### src/rtl/if_prefetch_buf_pkg.sv
// Shared instruction-fetch definitions: the NOP encoding, the default address width
// and a saturating increment helper for the optional performance counters.
package if_prefetch_buf_pkg;

    localparam int          IF_ADDR_W = 32;
    localparam logic [31:0] INST_NOP  = 32'h0000_0013;

    function automatic logic [31:0] sat_inc32(input logic [31:0] value);
        return (value == '1) ? value : value + 32'd1;
    endfunction

endpackage

### src/rtl/if_prefetch_buf_sync_fifo.sv
// Synchronous FIFO with a combinational head read from the storage registers.
// A flush empties it and overrides any simultaneous push or pop.
module if_prefetch_buf_sync_fifo #(
    parameter int  WIDTH = 64,
    parameter int  DEPTH = 4,
    localparam int PTR_W = $clog2(DEPTH),
    localparam int CNT_W = PTR_W + 1
) (
    input  logic             clk,
    input  logic             rst,
    input  logic             push,
    input  logic [WIDTH-1:0] push_data,
    input  logic             pop,
    input  logic             flush,
    output logic [WIDTH-1:0] head_data,
    output logic [CNT_W-1:0] count
);

    logic [WIDTH-1:0] mem [DEPTH];
    logic [PTR_W-1:0] wr_ptr;
    logic [PTR_W-1:0] rd_ptr;
    logic             push_ok;
    logic             pop_ok;

    assign push_ok   = push && !flush && (count != CNT_W'(DEPTH));
    assign pop_ok    = pop && !flush && (count != '0);
    assign head_data = mem[rd_ptr];

    always_ff @(posedge clk) begin
        if (push_ok) begin
            mem[wr_ptr] <= push_data;
        end
    end

    // Pointers wrap naturally because DEPTH is a power of two.
    always_ff @(posedge clk or posedge rst) begin
        if (rst) begin
            wr_ptr <= '0;
            rd_ptr <= '0;
            count  <= '0;
        end else if (flush) begin
            wr_ptr <= '0;
            rd_ptr <= '0;
            count  <= '0;
        end else begin
            if (push_ok) begin
                wr_ptr <= wr_ptr + PTR_W'(1);
            end
            if (pop_ok) begin
                rd_ptr <= rd_ptr + PTR_W'(1);
            end
            case ({push_ok, pop_ok})
                2'b10:   count <= count + CNT_W'(1);
                2'b01:   count <= count - CNT_W'(1);
                default: count <= count;
            endcase
        end
    end

endmodule

### src/rtl/if_prefetch_buf.sv
// Instruction prefetch buffer: credit-based sequential ROM fetch into a small FIFO.
// Optional IF_PREFETCH_PERF_EN adds saturating stall/flush cycle counters.
module if_prefetch_buf
    import if_prefetch_buf_pkg::*;
#(
    parameter int                DEPTH    = 4,
    parameter int                ADDR_W   = IF_ADDR_W,
    parameter logic [ADDR_W-1:0] RESET_PC = '0
) (
    input  logic              clk,
    input  logic              rst,
    input  logic              jump_en_i,
    input  logic [ADDR_W-1:0] jump_addr_i,
    output logic              rom_req_o,
    output logic [ADDR_W-1:0] rom_addr_o,
    input  logic [31:0]       rom_data_i,
    output logic [31:0]       inst_o,
    output logic [ADDR_W-1:0] inst_addr_o,
    output logic              inst_valid_o,
    input  logic              inst_ready_i
`ifdef IF_PREFETCH_PERF_EN
    ,
    output logic [31:0]       stall_cnt_o,
    output logic [31:0]       flush_cnt_o
`endif
);

    localparam int CNT_W = $clog2(DEPTH) + 1;
    localparam int ENT_W = 32 + ADDR_W;

    logic [ADDR_W-1:0] pc;
    logic [ADDR_W-1:0] req_pc;
    logic              inflight;
    logic              resp_kill;
    logic              issue;
    logic              fifo_push;
    logic              fifo_pop;
    logic [CNT_W-1:0]  fifo_count;
    logic [CNT_W-1:0]  occupancy;
    logic [ENT_W-1:0]  head_data;
    logic              head_valid;

    // Every outstanding request holds a FIFO slot, so a response can never overflow.
    assign occupancy  = fifo_count + CNT_W'(inflight);
    assign issue      = !rst && !jump_en_i && (occupancy < CNT_W'(DEPTH));
    assign resp_kill  = jump_en_i;
    assign fifo_push  = inflight && !resp_kill;
    assign head_valid = (fifo_count != '0);
    assign fifo_pop   = head_valid && inst_ready_i && !jump_en_i;

    assign rom_req_o    = issue;
    assign rom_addr_o   = pc;
    assign inst_valid_o = head_valid;
    assign inst_o       = head_valid ? head_data[ENT_W-1:ADDR_W] : INST_NOP;
    assign inst_addr_o  = head_valid ? head_data[ADDR_W-1:0] : '0;

    always_ff @(posedge clk or posedge rst) begin
        if (rst) begin
            pc       <= RESET_PC;
            req_pc   <= '0;
            inflight <= 1'b0;
        end else if (jump_en_i) begin
            pc       <= {jump_addr_i[ADDR_W-1:2], 2'b00};
            inflight <= 1'b0;
        end else begin
            inflight <= issue;
            if (issue) begin
                pc     <= pc + ADDR_W'(4);
                req_pc <= pc;
            end
        end
    end

    if_prefetch_buf_sync_fifo #(
        .WIDTH (ENT_W),
        .DEPTH (DEPTH)
    ) u_fifo (
        .clk       (clk),
        .rst       (rst),
        .push      (fifo_push),
        .push_data ({rom_data_i, req_pc}),
        .pop       (fifo_pop),
        .flush     (jump_en_i),
        .head_data (head_data),
        .count     (fifo_count)
    );

`ifdef IF_PREFETCH_PERF_EN
    always_ff @(posedge clk or posedge rst) begin
        if (rst) begin
            stall_cnt_o <= '0;
            flush_cnt_o <= '0;
        end else begin
            if (jump_en_i) begin
                flush_cnt_o <= sat_inc32(flush_cnt_o);
            end else if (!head_valid) begin
                stall_cnt_o <= sat_inc32(stall_cnt_o);
            end
        end
    end
`endif

endmodule

### config.mk
export PLATFORM = sky130hd
export DESIGN_NAME = if_prefetch_buf
export DESIGN_NICKNAME = d
export VERILOG_FILES = /design/src/rtl/if_prefetch_buf_pkg.sv /design/src/rtl/if_prefetch_buf_sync_fifo.sv /design/src/rtl/if_prefetch_buf.sv
export SDC_FILE = /design/constraint.sdc
export NUM_CORES = 1
export LEC_CHECK = 0
export CORE_ASPECT_RATIO = 1.4
export CORE_MARGIN = 4
export CORE_UTILIZATION = 30
export CTS_CLUSTER_SIZE = 8
export DETAILED_ROUTE_END_ITERATION = 12
export PLACE_DENSITY_LB_ADDON = 0.25
export SLEW_MARGIN = 20
export SYNTH_ARGS = -nofsm -noshare
export SYNTH_HDL_FRONTEND = slang
export SYNTH_HIERARCHICAL = 1
export SYNTH_SLANG_ARGS = --single-unit
### constraint.sdc
create_clock -name clk -period 6.6 [get_ports clk]
set_input_delay 1.98 -clock clk [delete_from_list [all_inputs] [get_ports clk]]
set_output_delay 1.98 -clock clk [all_outputs]
set_load 0.01 [all_outputs]
# --- Yosys cells after proc, flatten, opt, wreduce, memory -nomap -nowiden ---
# Memory sizes are Yosys's and may differ from the RTL's.
# Index checks and enable logic that the tools add are counted.
op_classes:
  addsub: 6
  n_bitwise: 1
  n_reduce_logical: 17
  n_mux: 13
  eq_ne: 3
  order_cmp: 1
op_table:
  columns: ["operator", "n"]
  rows:
  - ["32-bit 2-to-1 mux", 4]
  - ["32-bit by 3-bit adder with 32-bit output, second input constant", 1]
  - ["1-bit logical AND", 9]
  - ["2-bit 2-to-1 mux", 4]
  - ["3-bit case mux with 2 select lines", 1]
  - ["2-bit nonzero test", 3]
  - ["3-bit nonzero test", 2]
  - ["2-bit by 1-bit adder with 2-bit output, second input constant", 2]
  - ["3-bit by 1-bit adder with 3-bit output", 1]
  - ["3-bit by 1-bit adder with 3-bit output, second input constant", 1]
  - ["3-bit less-than comparator, second input constant", 1]
  - ["1-bit 2-to-1 mux", 3]
  - ["3-bit 2-to-1 mux", 1]
  - ["3-bit != test, second input constant", 1]
  - ["3-bit by 1-bit subtractor with 3-bit output, second input constant", 1]
  - ["2-bit by 1-bit equality test with 1-bit output, second input constant", 1]
  - ["2-bit equality test, second input constant", 1]
  - ["1-bit zero test", 2]
  - ["2-bit AND reduction", 1]
  - ["1-bit NOT", 1]
totals:
  input_bits: 68
  ramBits: 256
  memories: 1
  reg_bits: 72
  out_inout_bits: 98
memory_table:
  columns: ["memory", "words", "word_bits", "rd", "rd_ports_with_merged_regs", "write_ports", "line_no", "rtl"]
  rows:
  - ["u_fifo.mem", 4, 64, 1, 0, 1, "if_prefetch_buf_sync_fifo.sv:19", "logic [WIDTH-1:0] mem [DEPTH];"]

# --- Depth between registers and ports, before layout ---
logic_depth:
  depth_word: 8
  ltp_mapped: 11
  depth_no_buf: 9

# --- Cells and area by module ---
# Netlist, hierarchy kept.
by_module_without_submodules:
  columns: ["module", "n_inst", "cells_each", "area_per_inst_um2"]
  rows:
  - ["if_prefetch_buf_sync_fifo", 1, 398, 9779.4]
  - ["if_prefetch_buf", 1, 350, 3347.0]

# --- Worst setup path after synthesis ---
# No wires, ideal clock.
synth_timing:
  path_type: "input-to-output"
  from: "input rst"
  to: "output rom_req_o"
  t_arrival_ns: 4.330
  required_time_ns: 4.620
  path_buffers: 2
  setup_slack_ns: 0.290
  path_stages: 5
  cell_sequence: "inv_1 -> nand3_1 -> clkbuf_1 -> clkbuf_1 -> inv_1"
synth_via:
  elab_chain_len: 3
synth_rtl:
  columns: ["element", "line_no", "rtl"]
  rows:
  - ["from (decl)", "if_prefetch_buf.sv:11", "input logic rst,"]
  - ["1-bit zero test (no line)", null, null]
  - ["1-bit logical AND (2 in a row)", "if_prefetch_buf.sv:45", "assign issue = !rst && !jump_en_i && (occupancy < CNT_W'(DEPTH));"]
  - ["to (decl)", "if_prefetch_buf.sv:14", "output logic rom_req_o,"]
# Every way passes these cells.

# --- Worst setup path after layout ---
# Same ends and word-level chain as after synthesis.

==> results.yml <==
clock_tree:
  cts_setup_buffers: 0
  cts_resizes: 0
  numClockSinks: 324
  ctsHoldBuffers: 0
  root_buffer: "clkbuf_16"
  cts_tree: "done"
  clk_pin_slew_worst_paths_ps: 50
  htree_num_levels: 2
  insertion_delay_ps: 540
  clk_path_buf_depth: 3
  cts_made_buffers: 46
grt:
  grt_max_degree: 63
  grt.overflow.total: 0
  vias_in_the_first_global_route: 7763
  grt_antenna_before_repair: 1
  grt_pass1_wl_um: 45200
  combined_global_route_utilization_of_all_metal_layers_pct: 12.3
worst_hold_path:
  sink_of_the_worst_hold_path: "u_fifo/mem[0][7]"
  hold_class: "reg -> reg"
  whs_path_depth: 0
  worstHoldStart: "req_pc[7]"
synthesis:
  post_synthesis_cell_area_mm2: 0.0131
  synth_simple_gate_area_share_pct: 7.72
  synth_xor_xnor_area_share_pct: 1.67
  synth_top_flop_cell: "edfxtp_1"
  synth_edf_count: 256
  synthMuxAreaShare_pct: 13.7
  ys_types: 50
  synth_area_per_cell_um2: 17.5
  synth_cells: 748
  synth_async_sr_flop_share_pct: 21.0
  synth_compound_gate_area_share_pct: 2.66
  synth-adder-area-share_pct: 0.629
  synth_top_family_by_area: "multiplexers"
  warnings_from_yosys: 6
  postSynthRegisterBits: 324
  proportion_of_synthesized_chip_area_in_sequential_cells_pct: 71.5
sta:
  part_of_the_cycle_the_worst_path_needs_pct: 79.0
  timing.final.ws_setup_ps: 1380
  timing.final.max_slew_violations: 0
  worst-slew-pin-transition_ps: 817
  slew-limit-headroom_pct: 45.5
  clock_skew_ps: 27.6
  finalHoldViolCount: 0
  period_minus_slack_ps: 5220
  unrepaired_setup_endpoints_after_global_routing: "false"
  setup_viol_count_final: 0
  tns_ps: 0
  fmaxAchievable_ghz: 0.192
setup_path:
  startpoint_type: "primary input"
  timing.critical_path.to_type: "primary output"
  worst_r2r_startpoint: "u_fifo/count[2]"
  worst-endpoint-arrival_ps: 3240
  register_to_register_setup_slack_ps: 3100
  critical_path_class: "in -> out"
  required_ps: 4620
  regToRegEndpoint: "u_fifo/count[1]"
  cp_max_fo: 4
  reg2reg_depth: 10
cells_and_area:
  mostFrequentLayoutCells: "edfxtp_1 (256), clkdlybuf4s50_1 (160), dfrtp_1 (66)"
  number_of_nets_in_the_layout: 1011
  post-route-util_pct: 38.5
  drive_gt1_share_pct: 18.2
  multi_input_gate_area_in_the_final_layout_mm2: 0.00352
  ff_latch_area_mm2: 0.00940
  mostFrequentLayoutCell: "edfxtp_1"
  area_growth_pct: 27.0
  fillerInstances: 4062
job:
  drv_cap: 0
die:
  num_rows: 90
  start_util_pct: 30.4
  fp.coreArea_mm2: 0.0432
  io_pins: 166
  floorplan.die.width_um: 185
  die_height_um: 256
  die-area_mm2: 0.0472
route:
  via_count: 7079
  drt_iter0_drc: 309
  ant_nets: 0
  drt-total-wl_um: 28800
  detail_route.vias_per_cell: 4.68
  drt_pass1_iterations: 4
  detail_route.drc_violations: 0
  wire_per_inst_um: 19.1
power_and_ir_drop:
  cellLeakagePower_nw: 5.54
  power_per_cell_area_mw_per_mm2: 281
  vdd.ir_drop.worst_uv: 170
place:
  gpl.final_weighted_congestion: 0.764
  place.port_buffers: 161
  worst_setup_slack_before_clock_tree_synthesis_ps: 1390
  place_hpwl_um: 17700
status:
  status: "complete, no violations"
-- cells in the mapped netlist, drive strengths merged, types with 5 or more instances --
library cell | n | share of area (%)
a21oi | 5 | 0.19
and2 | 68 | 3.2
buf | 22 | 1.0
clkbuf | 23 | 0.66
dfrtp | 68 | 13
edfxtp | 256 | 59
ha | 5 | 0.48
inv | 12 | 0.34
mux2 | 30 | 2.6
mux4 | 64 | 11
nand2 | 39 | 1.1
nand2b | 5 | 0.24
nand3 | 14 | 0.53
nand4 | 6 | 0.29
nor2 | 13 | 0.39
nor3 | 8 | 0.31
nor4 | 11 | 0.52
o21ai | 26 | 0.99
o311ai | 6 | 0.40
xnor2 | 20 | 1.3
xor2 | 5 | 0.33
-- metrics by stage --
stage	hold WS [ps]	total power, mW	cells	cell area, µm²
detailed placement	507	2.65	1441	15400
global placement	492	2.65	1441	15400
CTS	513	4.77	1510	16700
global route	541	4.89	1511	16700
floorplan	471	2.51	757	13200
finish	507	4.69	1511	16700
-- layer usage --
layer	global-route usage (%)	wire length, µm	up-vias
li1	-	-	3263
met1	15.0	11900	3601
met2	21.4	14900	173
met3	2.52	1280	42
met4	4.22	771	0
met5	0	0	-
-- worst max-delay path, cell delays in order --
cell,delay (ps)
clkdlybuf4s50_1,490
inv_2,100
nand3_2,70
inv_1,70
clkdlybuf4s50_1,530
-- kinds of logic (layout without fill, tap and decap cells) --
logic type                 after synthesis  count (layout)
DFF                                    324             324
and+or+nand+nor                        184             184
muxes                                   96              96
buffers and inverters                   57             258
AOI/OAI and AO/OA                       55              55
xor gates and xnor gates                25              25
adders and majority gates                6               6
other                                    1              11
-- layout make-up --
| class | instances | share of cell area [%] |
|---|---|---|
| Sequential cell | 324 | 56.4 |
| Multi-Input combinational cell | 376 | 21.1 |
| Timing Repair Buffer | 177 | 10.4 |
| Clock buffer | 66 | 7.36 |
| Tap cell | 552 | 4.14 |
| Inverter | 12 | 0.270 |
| Clock inverter | 3 | 0.263 |
| Antenna cell | 1 | 0.0150 |
-- worst max-delay path by stage --
stage | start | end | slack [ps] | depth (start not counted)
after floorplan | rst | rom_req_o | 290 | 5
after global placement | rst | rom_req_o | 1380 | 5
after detailed placement | rst | rom_req_o | 1390 | 5
after CTS | u_fifo/count[2] | inst_addr_o[26] | 1290 | 4
after global routing | u_fifo/count[2] | inst_addr_o[16] | 1170 | 4
final | rst | rom_req_o | 1380 | 5
-- power breakdown --
| part | internal [mW] | switching, mW | total (mW) |
|---|---|---|---|
| clock | 1.27 | 0.807 | 2.08 |
| sequential | 2.31 | 0.0831 | 2.39 |
| combinational | 0.127 | 0.0936 | 0.221 |
| total | 3.71 | 0.984 | 4.69 |
-- flip-flops by register name, summed over array words and instances, names as in the netlist --
name / flops
inflight: 1
u_fifo/wr_ptr: 2
u_fifo/count: 3
u_fifo/mem: 256
rom_addr_o: 30
u_fifo/rd_ptr: 2
req_pc: 30
(Power assumes the default switching activity.)
